<file path="src/rtl/p2s_tx.sv">
// Parallel-to-serial transmitter feeding the s2p stage.
// Takes one word per valid/ready handshake and streams it out one bit per clock on dext_o.
// An optional even-parity bit follows the data bits. en_o is high for exactly the frame.
// A fixed idle gap follows each frame before the next word is accepted.
module p2s_tx #(
  parameter int unsigned BIT       = 10,  // data word width, 2..32
  parameter int unsigned MSB_FIRST = 1,   // 1: din[BIT-1] first, 0: din[0] first
  parameter int unsigned PARITY    = 0,   // 1: append one even-parity bit
  parameter int unsigned GAP       = 2    // idle cycles after each frame, 0..255
) (
  input  logic           clk_i,
  input  logic           rst_ni,
  input  logic [BIT-1:0] din_i,
  input  logic           din_valid_i,
  output logic           din_ready_o,
  output logic           dext_o,
  output logic           en_o,
  output logic           tx_done_o
);

  localparam int unsigned     CntW    = (BIT > 1) ? $clog2(BIT) : 1;
  localparam logic [CntW-1:0] BitLast = CntW'(BIT - 1);
  localparam logic [7:0]      GapLast = (GAP > 0) ? 8'(GAP - 1) : 8'd0;

  typedef enum logic [1:0] {StIdle, StShift, StPar, StGap} state_e;

  state_e          state_q;
  logic [BIT-1:0]  sreg_q;
  logic [CntW-1:0] bit_cnt_q;
  logic [7:0]      gap_cnt_q;
  logic            par_q;
  logic            din_ready_q;
  logic            dext_q;
  logic            en_q;
  logic            tx_done_q;

  logic            first_bit;
  logic            next_bit;
  logic [BIT-1:0]  sreg_shift;
  logic            frame_last;

  // Bit ordering: which bit leads a frame, and how the shift register advances.
  always_comb begin
    if (MSB_FIRST != 0) begin
      first_bit  = din_i[BIT-1];
      next_bit   = sreg_q[BIT-2];
      sreg_shift = sreg_q << 1;
    end else begin
      first_bit  = din_i[0];
      next_bit   = sreg_q[1];
      sreg_shift = sreg_q >> 1;
    end
  end

  // The current cycle carries the final frame bit (data or parity).
  always_comb begin
    frame_last = 1'b0;
    if (state_q == StPar) begin
      frame_last = 1'b1;
    end else if (state_q == StShift && bit_cnt_q == BitLast && PARITY == 0) begin
      frame_last = 1'b1;
    end
  end

  // Frame FSM with all outputs registered; the leading bit is presented at the accept edge.
  always_ff @(posedge clk_i or negedge rst_ni) begin
    if (!rst_ni) begin
      state_q     <= StIdle;
      sreg_q      <= '0;
      bit_cnt_q   <= '0;
      gap_cnt_q   <= '0;
      par_q       <= 1'b0;
      din_ready_q <= 1'b0;
      dext_q      <= 1'b0;
      en_q        <= 1'b0;
      tx_done_q   <= 1'b0;
    end else begin
      tx_done_q <= 1'b0;
      if (frame_last) begin
        en_q      <= 1'b0;
        dext_q    <= 1'b0;
        tx_done_q <= 1'b1;
        sreg_q    <= '0;
        bit_cnt_q <= '0;
        gap_cnt_q <= '0;
        if (GAP > 0) begin
          state_q <= StGap;
        end else begin
          state_q     <= StIdle;
          din_ready_q <= 1'b1;
        end
      end else begin
        unique case (state_q)
          StIdle: begin
            din_ready_q <= 1'b1;
            if (din_valid_i && din_ready_q) begin
              din_ready_q <= 1'b0;
              state_q     <= StShift;
              sreg_q      <= din_i;
              par_q       <= ^din_i;
              bit_cnt_q   <= '0;
              en_q        <= 1'b1;
              dext_q      <= first_bit;
            end
          end
          StShift: begin
            if (bit_cnt_q != BitLast) begin
              bit_cnt_q <= bit_cnt_q + 1'b1;
              sreg_q    <= sreg_shift;
              dext_q    <= next_bit;
            end else begin
              // Only reached with parity enabled; no-parity frames end via frame_last.
              state_q <= StPar;
              dext_q  <= par_q;
            end
          end
          StPar: begin
            state_q <= StIdle;
          end
          StGap: begin
            if (gap_cnt_q == GapLast) begin
              state_q     <= StIdle;
              din_ready_q <= 1'b1;
              gap_cnt_q   <= '0;
            end else begin
              gap_cnt_q <= gap_cnt_q + 8'd1;
            end
          end
          default: begin
            state_q <= StIdle;
          end
        endcase
      end
    end
  end

  assign din_ready_o = din_ready_q;
  assign dext_o      = dext_q;
  assign en_o        = en_q;
  assign tx_done_o   = tx_done_q;

endmodule
</file>
<file path="config.mk">
export PLATFORM = sky130hd
export DESIGN_NAME = p2s_tx
export DESIGN_NICKNAME = d
export VERILOG_FILES = /design/src/rtl/p2s_tx.sv
export SDC_FILE = /design/constraint.sdc
export NUM_CORES = 1
export LEC_CHECK = 0
export ABC_AREA = 1
export CAP_MARGIN = 20
export CORE_MARGIN = 2
export CORE_UTILIZATION = 54
export CTS_BUF_LIST = sky130_fd_sc_hd__clkbuf_8 sky130_fd_sc_hd__clkbuf_16
export CTS_CLUSTER_SIZE = 8
export DETAILED_ROUTE_END_ITERATION = 8
export PLACE_DENSITY = 0.87
export SYNTH_ARGS = -nofsm -noshare
export SYNTH_HDL_FRONTEND = slang
export SYNTH_SLANG_ARGS = --single-unit
</file>
<file path="constraint.sdc">
create_clock -name clk_i -period 4.75 [get_ports clk_i]
set_input_delay 0.7125 -clock clk_i [delete_from_list [all_inputs] [get_ports clk_i]]
set_output_delay 0.7125 -clock clk_i [all_outputs]
set_load 0.02 [all_outputs]
</file>
After elaboration in Yosys (flattened, before gate mapping)

Index checks and enable logic that the tools add are counted.

Register bits after elaboration: 28
Bits in latches: 0
Memory bits (writable): 0
Memory bits (read-only): 0
Bits of input ports: 13
Output and inout port bits: 4
Word-level logic and storage cells: 67
Memories: 0

Add/subtract/negate cells: 2
Multipliers: 0
Div/mod/pow operators: 0
$lt $le $gt $ge: 0
Equal/unequal tests: 11
Shift operators: 0
Muxes and demuxes: 29
Bitwise operators: 1
Reductions and logical operators: 15

Operators with widths:

| operator              | count |
|---|---|
| $mux W9               | 3 |
| $mux W8               | 3 |
| $pmux W9 S2           | 1 |
| $mux W4               | 3 |
| $reduce_and A3 Y1     | 4 |
| $mux W1               | 11 |
| $reduce_xor A10 Y1    | 1 |
| $ne A3 B3 Y1 const B  | 3 |
| $add A8 B1 Y8 const B | 1 |
| $eq A8 B1 Y1 const B  | 1 |
| $mux W2               | 4 |
| $pmux W2 S4           | 1 |
| $pmux W4 S2           | 1 |
| $reduce_bool A2 Y1    | 4 |
| $add A4 B1 Y4 const B | 1 |
| $eq A2 B2 Y1 const B  | 2 |
| $eq A4 B4 Y1 const B  | 1 |
| $ne A4 B4 Y1 const B  | 1 |
| $pmux W1 S2           | 2 |
| $reduce_and A2 Y1     | 2 |
| $ne A3 B2 Y1 const B  | 1 |
| $reduce_bool A3 Y1    | 1 |
| $eq A2 B1 Y1 const B  | 1 |
| $logic_and A1 B1 Y1   | 2 |
| 3 further kinds       | 3 |

Depth between registers and ports, before layout

Depth after elaboration: 6
Mapped depth: 11

Least setup slack after synthesis

No wires, ideal clock.

Path kind: register to register
Start point: register state_q[1]
End point: register sreg_q[2]
Data arrival time: 1379 ps
Required time: 4633 ps
Path slack: 3254 ps
Cell stages (with the launch flop): 12
Period minus slack after synthesis: 1496 ps
Cell sequence: dfrtp_1 inv_1 ha_1 nand4_2 nand2_4 inv_4 nand3_4 nand2_4 inv_4 buf_6 nand2_1 o21ai_2

Cells in the longest elaborated chain, start to end: 6

Ends and longest elaborated chain:

| what                                                  | RTL line | source |
|---|---|---|
| from (decl)                                           | 27       | `state_e state_q;` |
| from (signal assigned)                                | 68       | `state_q <= StIdle;` |
| from (signal assigned)                                | 87       | `state_q <= StGap;` |
| from (signal assigned)                                | 89       | `state_q <= StIdle;` |
| $eq A2 B1 Y1                                          | 60       | `end else if (state_q == StShift && bit_cnt_q == BitLast && PARITY == 0) begin` |
| $logic_and A1 B1 Y1                                   | 60       |  |
| $mux W1                                               | 60       |  |
| $mux W1 (*)                                           | 58       | `if (state_q == StPar) begin` |
| net frame_last                                        | 40       | `logic frame_last;` |
| $ne A3 B2 Y1 (no source line) (tied with other cells) | -        |  |
| $reduce_and A3 Y1 (no source line)                    | -        |  |
| to (signal assigned)                                  | 99       | `sreg_q <= din_i;` |
| to (signal assigned)                                  | 109      | `sreg_q <= sreg_shift;` |
| to (decl)                                             | 28       | `logic [BIT-1:0] sreg_q;` |

The timed path passes the listed nets; every way through them passes the cells marked *.
A chain may end at the register's enable or synchronous reset.

Worst setup path after layout

Start point: register din_ready_q, in the netlist din_ready_o
End point: output port din_ready_o

RTL lines:

| what                   | RTL line | source |
|---|---|---|
| from (decl)            | 32       | `logic din_ready_q;` |
| from (signal assigned) | 73       | `din_ready_q <= 1'b0;` |
| from (signal assigned) | 90       | `din_ready_q <= 1'b1;` |
| from (signal assigned) | 95       | `din_ready_q <= 1'b1;` |
| to (decl)              | 15       | `output logic din_ready_o,` |

No word-level cell between the ends.

==> out/metrics.csv <==
metric,value,unit
Setup TNS,0,ns
Synth area leader,dfrtp_1,
"delay-heaviest family, CP",buffers and inverters,
Final setup viols,0,
outcome,"complete, no violations",
Area Growth Syn to Fin,13.54,%
Required @ worst endpoint,4.04,ns
asr flop ratio synth,100.0,%
maximum buffer depth of the clock tree,2,
slew margin rel.,73.53,%
commonest cells in the netlist,"nand2_1, dfrtp_1, inv_1",
Final Max Slew Viols,0,
Synth Cell Area,0.001543,sq mm
Syn Area/Cell,8.477,sq um
clock root buffer,clkbuf_8,
CP Cell Sequence,clkdlybuf4s50_1,
Hold WS,0.5093,ns
CTS sink count,27,
final hold violations,0,
share of cells above drive strength 1,12.50,%
IO Count,17,
"Clk Latency, worst-skew pair",0.27,ns
internal power,542.7,uW
Die Y,57.45,um
largest net degree at the start of global routing,28,
post-layout minimum cycle time,2.004,ns
H-tree levels,1,
Mapped Cells,182,
Worst path max stage delay,0.62,ns
post-route setup slack,2.746,ns
CTS tree,built,
Synth Register Bits,27,
worst hold path class,flop to flop,
first drt pass iteration count,4,
PortBufs,16,
Clock Pin Slew Worst Setup and Hold Paths,0.09,ns
element type at the critical path start,flop,
r2r setup slk,2.98,ns
Final Cycle Share,42.18,%
Flop pwr share,34.2,%
Post-synth EDFFs,0,
Worst Hold Launch,sreg_q[0],
number of setup buffers added after CTS,0,
Netlist cell types,29,
initial antenna violation count,0,
CP endpoint kind,primary output,
Clock Power Share,12.6,%
most common cell in the netlist,nand2_1,
CTS buffer count,3,
HPWL Detailed,2109,um
core area,0.002734,sq mm
CP bufs+invs,1,
reg2reg end,bit_cnt_q[3],
RSZ-0062 raised after global routing,no,
GR Util All Layers,19.48,%
first-pass GRT wire length,5009,um
DRC violations left,0,
Initial Util,56.43,%
routed vias/inst,5.242,
fill cell count,229,
Final Wtd Congestion,0.7807,
Setup WS pre-CTS,2.772,ns
Synth top area share,43.80,%
CP max-delay cell,clkdlybuf4s50_1,
WL final,2905,um
Pwr per Cell Area,573.6,mW/mm^2
quantity of gates resized following cts,0,
Final Skew,0.002298,ns
grt total ovfl,0,
Switching Fraction,45.99,%
FF-to-FF path depth,11,
Min-Delay Endpoint,sreg_q[0],
fmax,499.1,MHz
P_sw,462.1,uW
r2r startpoint,state_q[1],
row count,19,
wire per inst,12.58,um
Most used DFF post-synth,dfrtp_1,
sequential element share of the synthesized area,43.80,%
WP data arrival,1.29,ns
VDD IR max,0.4244,mV
Critical Path Fanout Max,5,
Critical path origin,din_ready_o,
crit path kind,flop to primary output,
Logic pwr share,53.3,%
Leak,0.8382,nW
Die Wd,57.45,um
worst hold stages,2,
# hold bufs at CTS,0,
antenna cells,0,
die area,0.003301,sq mm
synthesized net count,203,
Area contributors post-synth,"dfrtp_1, nand2_1, ha_1",
worst slew pin tran,0.3966,ns
initial DRC count,26,
Final nets,222,
Max-Cap Viols,0,
Routed Antenna Nets,0,
vias in the first global route,1165,
vias,1211,
yosys warns,0,
==> final cells by class <==
type	count	area [sq um]	area share [%]
Clock inverter	1	3.754	0.2143
Clock buffer	3	41.29	2.357
Tap cell	31	38.79	2.214
Multi-Input combinational cell	123	710.7	40.57
Inverter	29	113.9	6.500
Sequential cell	27	675.6	38.57
Timing Repair Buffer	17	167.7	9.571
==> flip-flops by register name, indices dropped and copies added (netlist names) <==
signal / cells
sreg_q: 9
gap_cnt_q: 8
bit_cnt_q: 4
state_q: 2
dext_o: 1
din_ready_o: 1
en_o: 1
tx_done_o: 1
==> logic make-up after synthesis <==
kind of cell,count (synthesis),synth area share [%]
simple gates,79,23.93
compound gates,32,13.38
buf+inv,32,10.14
flops,27,43.80
fa+ha+maj,8,6.488
xor+xnor,4,2.271
==> placed cells by master (no fill, tap or decap), drive strengths merged <==
cell type | Yosys | final
buf | 3 | 1
clkbuf | 0 | 3
inv | 29 | 30
clkdlybuf4s50 | 0 | 16
nand2 | 49 | 49
o211ai | 1 | 1
ha | 8 | 8
nor4 | 1 | 1
nand4 | 2 | 2
nor2 | 16 | 16
o21ai | 21 | 21
a21oi | 2 | 2
xor2 | 3 | 3
nor3 | 2 | 2
nand3 | 9 | 9
xnor2 | 1 | 1
o22ai | 7 | 7
a31oi | 1 | 1
dfrtp | 27 | 27
==> power by group through the flow <==
stage / registers [mW] / logic (mW) / clock network (mW)
3_3_place_gp: 0.345 / 0.516 / 0
4_1_cts: 0.343 / 0.543 / 0.129
6_report: 0.343 / 0.535 / 0.126
2_1_floorplan: 0.358 / 0.435 / 0
3_5_place_dp: 0.348 / 0.538 / 0
5_1_grt: 0.352 / 0.604 / 0.136
==> metrics by stage <==
step	util, %	instances	total power, mW	cell area (sq um)
after global placement	62.43	227	0.8611	1707
after CTS	64.07	231	1.015	1752
after detailed placement	62.43	227	0.8852	1707
after floorplan	-	182	0.7934	1543
after global routing	64.07	231	1.092	1752
final	64.07	231	1.005	1752
==> worst max-delay path by stage <==
stage | endpoint | slack (ns) | cells past startpoint
after floorplan | sreg_q[2] | 3.25 | 11
after global placement | bit_cnt_q[3] | 2.80 | 8
after detailed placement | bit_cnt_q[3] | 2.77 | 8
after CTS | din_ready_o | 2.73 | 1
after global routing | din_ready_o | 2.69 | 1
final | din_ready_o | 2.75 | 1
==> per-layer routing <==
layer | GRT usage, % | wire, um | up-vias
met3 | 2.268 | 69 | 4
met2 | 31.66 | 1374 | 14
met1 | 26.95 | 1426 | 577
met4 | 6.977 | 34 | 0
met5 | 0 | 0 | -
li1 | - | - | 616
No activity file was read; power rests on OpenSTA's default activity.
